<file path="src/rtl/bf_out_uart_tx.sv">
// UART 8N1 transmitter for the machine's output port: serializes one byte per
// request and returns a one-cycle out_ready pulse once the stop bit has left tx.
module bf_out_uart_tx #(
    parameter int CLKS_PER_BIT = 434,
    parameter int DW           = 8
) (
    input  logic          clock,
    input  logic          reset,
    input  logic [DW-1:0] data_in,
    input  logic          send,
    output logic          busy,
    output logic          out_ready,
    output logic          tx
);

    localparam int CW = $clog2(CLKS_PER_BIT);
    localparam logic [CW-1:0] LAST_TICK = CW'(CLKS_PER_BIT - 1);

    typedef enum logic [2:0] {
        IDLE,
        START,
        DATA,
        STOP,
        DONE
    } stateType;

    stateType      state;
    logic [CW-1:0] baudCnt;
    logic [2:0]    bitIdx;
    logic [DW-1:0] shiftReg;

    wire bitEnd = (baudCnt == LAST_TICK);

    // tx, busy and out_ready are loaded one state ahead so each is a plain flop
    // output that already holds the value belonging to the state being entered.
    always_ff @(posedge clock or posedge reset) begin
        if (reset) begin
            state     <= IDLE;
            tx        <= 1'b1;
            busy      <= 1'b0;
            out_ready <= 1'b0;
            baudCnt   <= '0;
            bitIdx    <= '0;
            shiftReg  <= '0;
        end else begin
            case (state)
                IDLE: begin
                    out_ready <= 1'b0;
                    if (send) begin
                        shiftReg <= data_in;
                        baudCnt  <= '0;
                        bitIdx   <= '0;
                        state    <= START;
                        tx       <= 1'b0;
                        busy     <= 1'b1;
                    end else begin
                        tx   <= 1'b1;
                        busy <= 1'b0;
                    end
                end

                START: begin
                    if (bitEnd) begin
                        baudCnt <= '0;
                        bitIdx  <= '0;
                        state   <= DATA;
                        tx      <= shiftReg[0];
                    end else begin
                        baudCnt <= baudCnt + 1'b1;
                    end
                end

                DATA: begin
                    if (bitEnd) begin
                        baudCnt  <= '0;
                        shiftReg <= shiftReg >> 1;
                        if (bitIdx == 3'd7) begin
                            state <= STOP;
                            tx    <= 1'b1;
                        end else begin
                            bitIdx <= bitIdx + 3'd1;
                            // next bit is shift[1] before this edge's shift lands
                            tx     <= shiftReg[1];
                        end
                    end else begin
                        baudCnt <= baudCnt + 1'b1;
                    end
                end

                STOP: begin
                    if (bitEnd) begin
                        baudCnt   <= '0;
                        state     <= DONE;
                        out_ready <= 1'b1;
                    end else begin
                        baudCnt <= baudCnt + 1'b1;
                    end
                end

                DONE: begin
                    state     <= IDLE;
                    out_ready <= 1'b0;
                    busy      <= 1'b0;
                    tx        <= 1'b1;
                end

                default: begin
                    state     <= IDLE;
                    out_ready <= 1'b0;
                    busy      <= 1'b0;
                    tx        <= 1'b1;
                end
            endcase
        end
    end

endmodule

</file>
<file path="config.mk">
export PLATFORM = sky130hd
export DESIGN_NAME = bf_out_uart_tx
export DESIGN_NICKNAME = d
export VERILOG_FILES = /design/src/rtl/bf_out_uart_tx.sv
export SDC_FILE = /design/constraint.sdc
export NUM_CORES = 1
export LEC_CHECK = 0
export CAP_MARGIN = 15
export CELL_PAD_IN_SITES_DETAIL_PLACEMENT = 1
export CELL_PAD_IN_SITES_GLOBAL_PLACEMENT = 1
export CORE_ASPECT_RATIO = 0.6
export CORE_MARGIN = 1
export CORE_UTILIZATION = 39
export DETAILED_ROUTE_END_ITERATION = 16
export PLACE_DENSITY = 0.7
export SETUP_SLACK_MARGIN = 0.1
export SLEW_MARGIN = 25
export SYNTH_ARGS = -nofsm -noshare
export SYNTH_HDL_FRONTEND = slang
export SYNTH_SLANG_ARGS = --single-unit
</file>
<file path="constraint.sdc">
create_clock -name clock -period 2 [get_ports clock]
set_input_delay 0.3 -clock clock [delete_from_list [all_inputs] [get_ports clock]]
set_output_delay 0.3 -clock clock [all_outputs]
set_load 0.02 [all_outputs]
</file>
======== Word-level counts from Yosys, hierarchy flattened ========
Index checks and enable logic that the tools add are counted.
storage, ports and cells
  register bits after elaboration ......... 26
operators by class
  add/subtract/negate cells ............... 2
  equal/unequal tests ..................... 11
  multiplexer cells ....................... 26
  bitwise gates (word level) .............. 2
  reductions and logical operators ........ 12
operator list
  operator                                             count
  2-to-1 mux 3 bit                                     9
  2-to-1 mux 9 bit                                     2
  case mux 9 bit (2 select lines)                      1
  2-to-1 mux 8 bit                                     2
  case mux 8 bit (2 select lines)                      1
  inequality test 2 bit, second input constant         6
  case mux 3 bit (4 select lines)                      1
  AND reduction 5 bit                                  2
  adder 9 x 1 -> 9 bit, second input constant          1
  equality test 9 bit, second input constant           1
  case mux 3 bit (3 select lines)                      1
  equality test 3 x 2 -> 1 bit, second input constant  2
  2-to-1 mux 1 bit                                     6
  AND reduction 3 bit                                  2
  case mux 1 bit (2 select lines)                      2
  case mux 1 bit (4 select lines)                      1
  AND reduction 2 bit                                  2
  nonzero test 2 bit                                   2
  adder 3 x 1 -> 3 bit, second input constant          1
  equality test 3 x 1 -> 1 bit, second input constant  1
  equality test 3 bit, second input constant           1
  zero test 3 bit                                      1
  nonzero test 3 bit                                   1
  OR reduction 3 bit                                   1
  other kinds (2)                                      3

======== Depth between registers and ports, before layout ========
  word-level depth ........................ 4
  depth in mapped cells ................... 7
  gate-level depth less buffers ........... 6

======== Worst setup path before layout ========
OpenSTA, ideal clock, no wires.
  path kind ............................... register to register
  start ................................... reg baudCnt[1]
  end ..................................... reg bitIdx[0]
  data arrival time ....................... 1.739 ns
  required time ........................... 1.875 ns
  slack ................................... 0.136 ns
  stages on the path, launching flop included .. 8
  path buffers ............................ 1
  period minus slack after synthesis ...... 1.864 ns
  cells stage by stage .................... dfrtp_1 -> inv_1 -> ha_1 -> and4_1 -> buf_2 -> a31oi_1 -> or4_4 -> mux2_4
between the ends
  word-level cells in the longest chain between the ends .. 3
ends and longest elaborated chain
  element                                   RTL line  RTL
  start, declared                           28        logic [CW-1:0] baudCnt;
  start signal, assigned                    69        baudCnt <= baudCnt + 1'b1;
  start signal, assigned                    86        baudCnt <= baudCnt + 1'b1;
  start signal, assigned                    96        baudCnt <= baudCnt + 1'b1;
  equality test 9 bit (*)                   32        wire bitEnd = (baudCnt == LAST_TICK);
  inequality test 2 bit (no source line)    --
  AND reduction 5 bit (no source line) (*)  --
  end signal, assigned                      81        bitIdx <= bitIdx + 3'd1;
  end, declared                             29        logic [2:0] bitIdx;
Mark *: on every way between the ends. The rest lies on a longest branch, timed or not.
A chain may end at the register's enable or synchronous reset.

======== Worst setup path in the final report ========
Ends and elaborated chain as after synthesis.

==> results by group <==
Outcome
  – Status: complete, no violations

Worst setup path
  – CP endpoint kind: flop
  – CP Data Required Time: 2180 ps
  – Setup CP Type: reg -> reg
  – Crit path DAT: 2060 ps
  – Peak fanout along the critical path: 6
  – Worst setup SP type: flop

Yosys
  – Register area share after synthesis: 0.470
  – Leading cell types by count after synthesis: dfrtp_1, mux2_2, nor2_1, o21ai_0, a21oi_1
  – Post-synth top area share: 0.451
  – Async set-reset flop share out of synthesis: 1.00
  – Synth Warn #: 0
  – #FFs+latches synth: 26
  – Mapped cell area: 1390 sq um
  – Syn_nets: 147
  – Synth unique cells: 34
  – Leading area contributor after synthesis: dfrtp_1
  – Most common cell in the netlist: dfrtp_1
  – Most used DFF post-synth: dfrtp_1
  – Mapped Avg Cell Area: 10.5 sq um
  – Cells after Synth: 132
  – EDFF count, synth: 0
  – Synth area leaders: dfrtp_1, mux2_2, nor2_1, xnor2_1, ha_1

STA
  – Final hold vios: 0
  – Clock Skew: 12.6 ps
  – Final critical-path share of the clock period: 0.943
  – Final TNS setup: 0 ps
  – Crit path time final: 1890 ps
  – Final setup viols: 0
  – RSZ-0062 raised after global routing: yes
  – Max Clk Rate: 530 MHz
  – Worst-margin pin slew: 469 ps
  – Max-slew violation count: 0
  – Final WS setup: 114 ps
  – Slew HR: 0.687

Route
  – Via density: 5.40
  – DRT Pass-1 Iters: 4
  – WL per Instance: 16.5 microns
  – Post-route DRC violation count: 0
  – Antenna-violating nets left: 0
  – Via Count: 1106
  – Initial DRC Count: 80
  – DRT Wirelength: 3370 microns

Pwr
  – Switching fraction of total power: 0.309
  – Sequential power share: 0.500
  – P per Cell Area: 800 nW/um^2
  – Pint: 0.000960 W
  – Clock power frac: 0.227
  – Psw: 0.000430 W
  – Final Power: 0.00139 W
  – Leak: 0.761 nW
  – VDD IR-drop max: 0.000422 V
  – Combinational Power Share: 0.274

Cells and area
  – Fillers: 389
  – Antenna diodes: 0
  – Util after Layout: 0.523
  – Fin area: 1740 sq um
  – Synth-to-layout area growth: 25.2%
  – Nets: 176
  – Share of layout cells above drive strength 1: 0.269
  – Flip-flop and latch area: 652 sq um
  – Multi-input logic area: 703 sq um

Floorplan
  – Starting Density: 0.418
  – Chip width: 79.0 microns
  – Die height: 48.2 microns
  – Core ar.: 3320 sq um
  – Std cell rows: 16
  – I/O pins: 14
  – Die Area: 3810 sq um

Job
  – Max-cap violations: 0

Global routing
  – Gr busiest metal: met1
  – Overflow after GRT: 0
  – Pin count of the biggest net entering global routing: 27
  – First-pass GRT wire length: 5640 microns
  – Vias in the first global route: 1105
  – Met2 Use GR: 0.297
  – Met1 Use GR: 0.300
  – Met3 GRT Util: 0.0467
  – All-Layer GR Usage: 0.203
  – Antenna violations before repair: 0

Clocking
  – Clk_lat worst skew: 280 ps
  – Clock Tree Buf Depth: 2
  – Clk root buf: clkbuf_8
  – CTS tree: yes
  – CTS Buf Count: 3
  – Reg clk slew, reported paths: 100 ps
  – CTS sink count: 26
  – CTS HTree Levels: 1

Place
  – GPL Wtd Cong: 0.805
  – Post-Place Worst Slack: 7.47 ps
  – Post-DP Area: 1650 sq um
  – Port buffer count: 13
  – DP HPWL: 2510 microns

Worst hold path
  – Hold Crit Class: in -> async
through the flow:
stage,std cells,hold WS (ps)
2_1_floorplan,132,339
3_3_place_gp,197,487
3_5_place_dp,197,494
4_1_cts,204,387
5_1_grt,205,406
6_report,205,367
path summary, 6_finish.rpt:
path / startpoint / to / slack [ps] / depth (start not counted)
max: baudCnt[1] / bitIdx[0] / 110 / 6
min: reset / state[0] / 370 / 3
max reg2reg: baudCnt[1] / bitIdx[0] / 110 / 6
min reg2reg: shiftReg[0] / shiftReg[0] / 520 / 1
max in group asynchronous: reset / tx / 1320 / 3
min in group clock: shiftReg[0] / shiftReg[0] / 520 / 1
final cells by class:
| type | instances | share of cell area |
|---|---|---|
| multi-input cells | 95 | 0.405 |
| flip-flops and latches | 26 | 0.375 |
| repair buffers | 30 | 0.151 |
| well taps | 45 | 0.0324 |
| clock buffers | 4 | 0.0259 |
| inverters | 5 | 0.0108 |
power by group through the flow:
stage | clock network, W | logic, W | registers, W
2_1_floorplan | 0 | 0.000194 | 0.000706
3_3_place_gp | 0 | 0.000323 | 0.000702
3_5_place_dp | 0 | 0.000343 | 0.000707
4_1_cts | 0.000319 | 0.000365 | 0.000694
5_1_grt | 0.000341 | 0.000423 | 0.000705
6_report | 0.000315 | 0.000380 | 0.000695
cell usage in the layout (no fill, tap or decap), drive strengths merged:
cell type and count:
nor3 5, nand3 4, a311oi 1, nor2 14
clkdlybuf4s50 13, nor4b 1, or4 1, nand3b 1
and4 1, a21oi 7, inv 5, or2 1
a31o 1, dfstp 1, nor3b 1, a31oi 3
mux2 15, nor2b 2, clkbuf 4, a211oi 1
xnor2 6, or3 1, dfrtp 25, o31ai 2
ha 4, nand4 3, nand2 4, a22o 2
buf 17, nor4 3, o21ai 8, and2 1
mux2i 2
state kept, by name, summed over array words and instances (netlist names):
signal / flops
baudCnt: 9
shiftReg: 8
bitIdx: 3
state: 3
busy: 1
out_ready: 1
tx: 1
kinds of logic after synthesis:
| kind of cell | synth area share |
|---|---|
| buffers and inverters | 0.0316 |
| xor gates and xnor gates | 0.0379 |
| DFF | 0.470 |
| and+or+nand+nor | 0.177 |
| muxes | 0.139 |
| adders and majority gates | 0.0361 |
| AOI/OAI and AO/OA | 0.109 |
per-layer routing:
metal | share of wire | wire length, microns | vias to the layer above
li1 | - | - | 529
met1 | 0.54 | 1820 | 558
met2 | 0.42 | 1410 | 15
met3 | 0.033 | 111 | 4
met4 | 0.011 | 37 | 0
met5 | 0 | 0 | -
what timing repair did:
action | in CTS | in global routing
gates resized for setup | 3 | 3
endpoints found under the setup margin | 5 | 11
hold buffers | 0 | 0
buffers inserted | 3 | 1
pin swaps | 4 | 2
worst max-delay path, cell delays in order, from the launching register on:
cell and delay, ps:
dfrtp_1 380, inv_1 70, ha_1 150, and4_4 240, a31oi_1 130, or4_4 550, mux2_4 270
(Power assumes the default switching activity.)
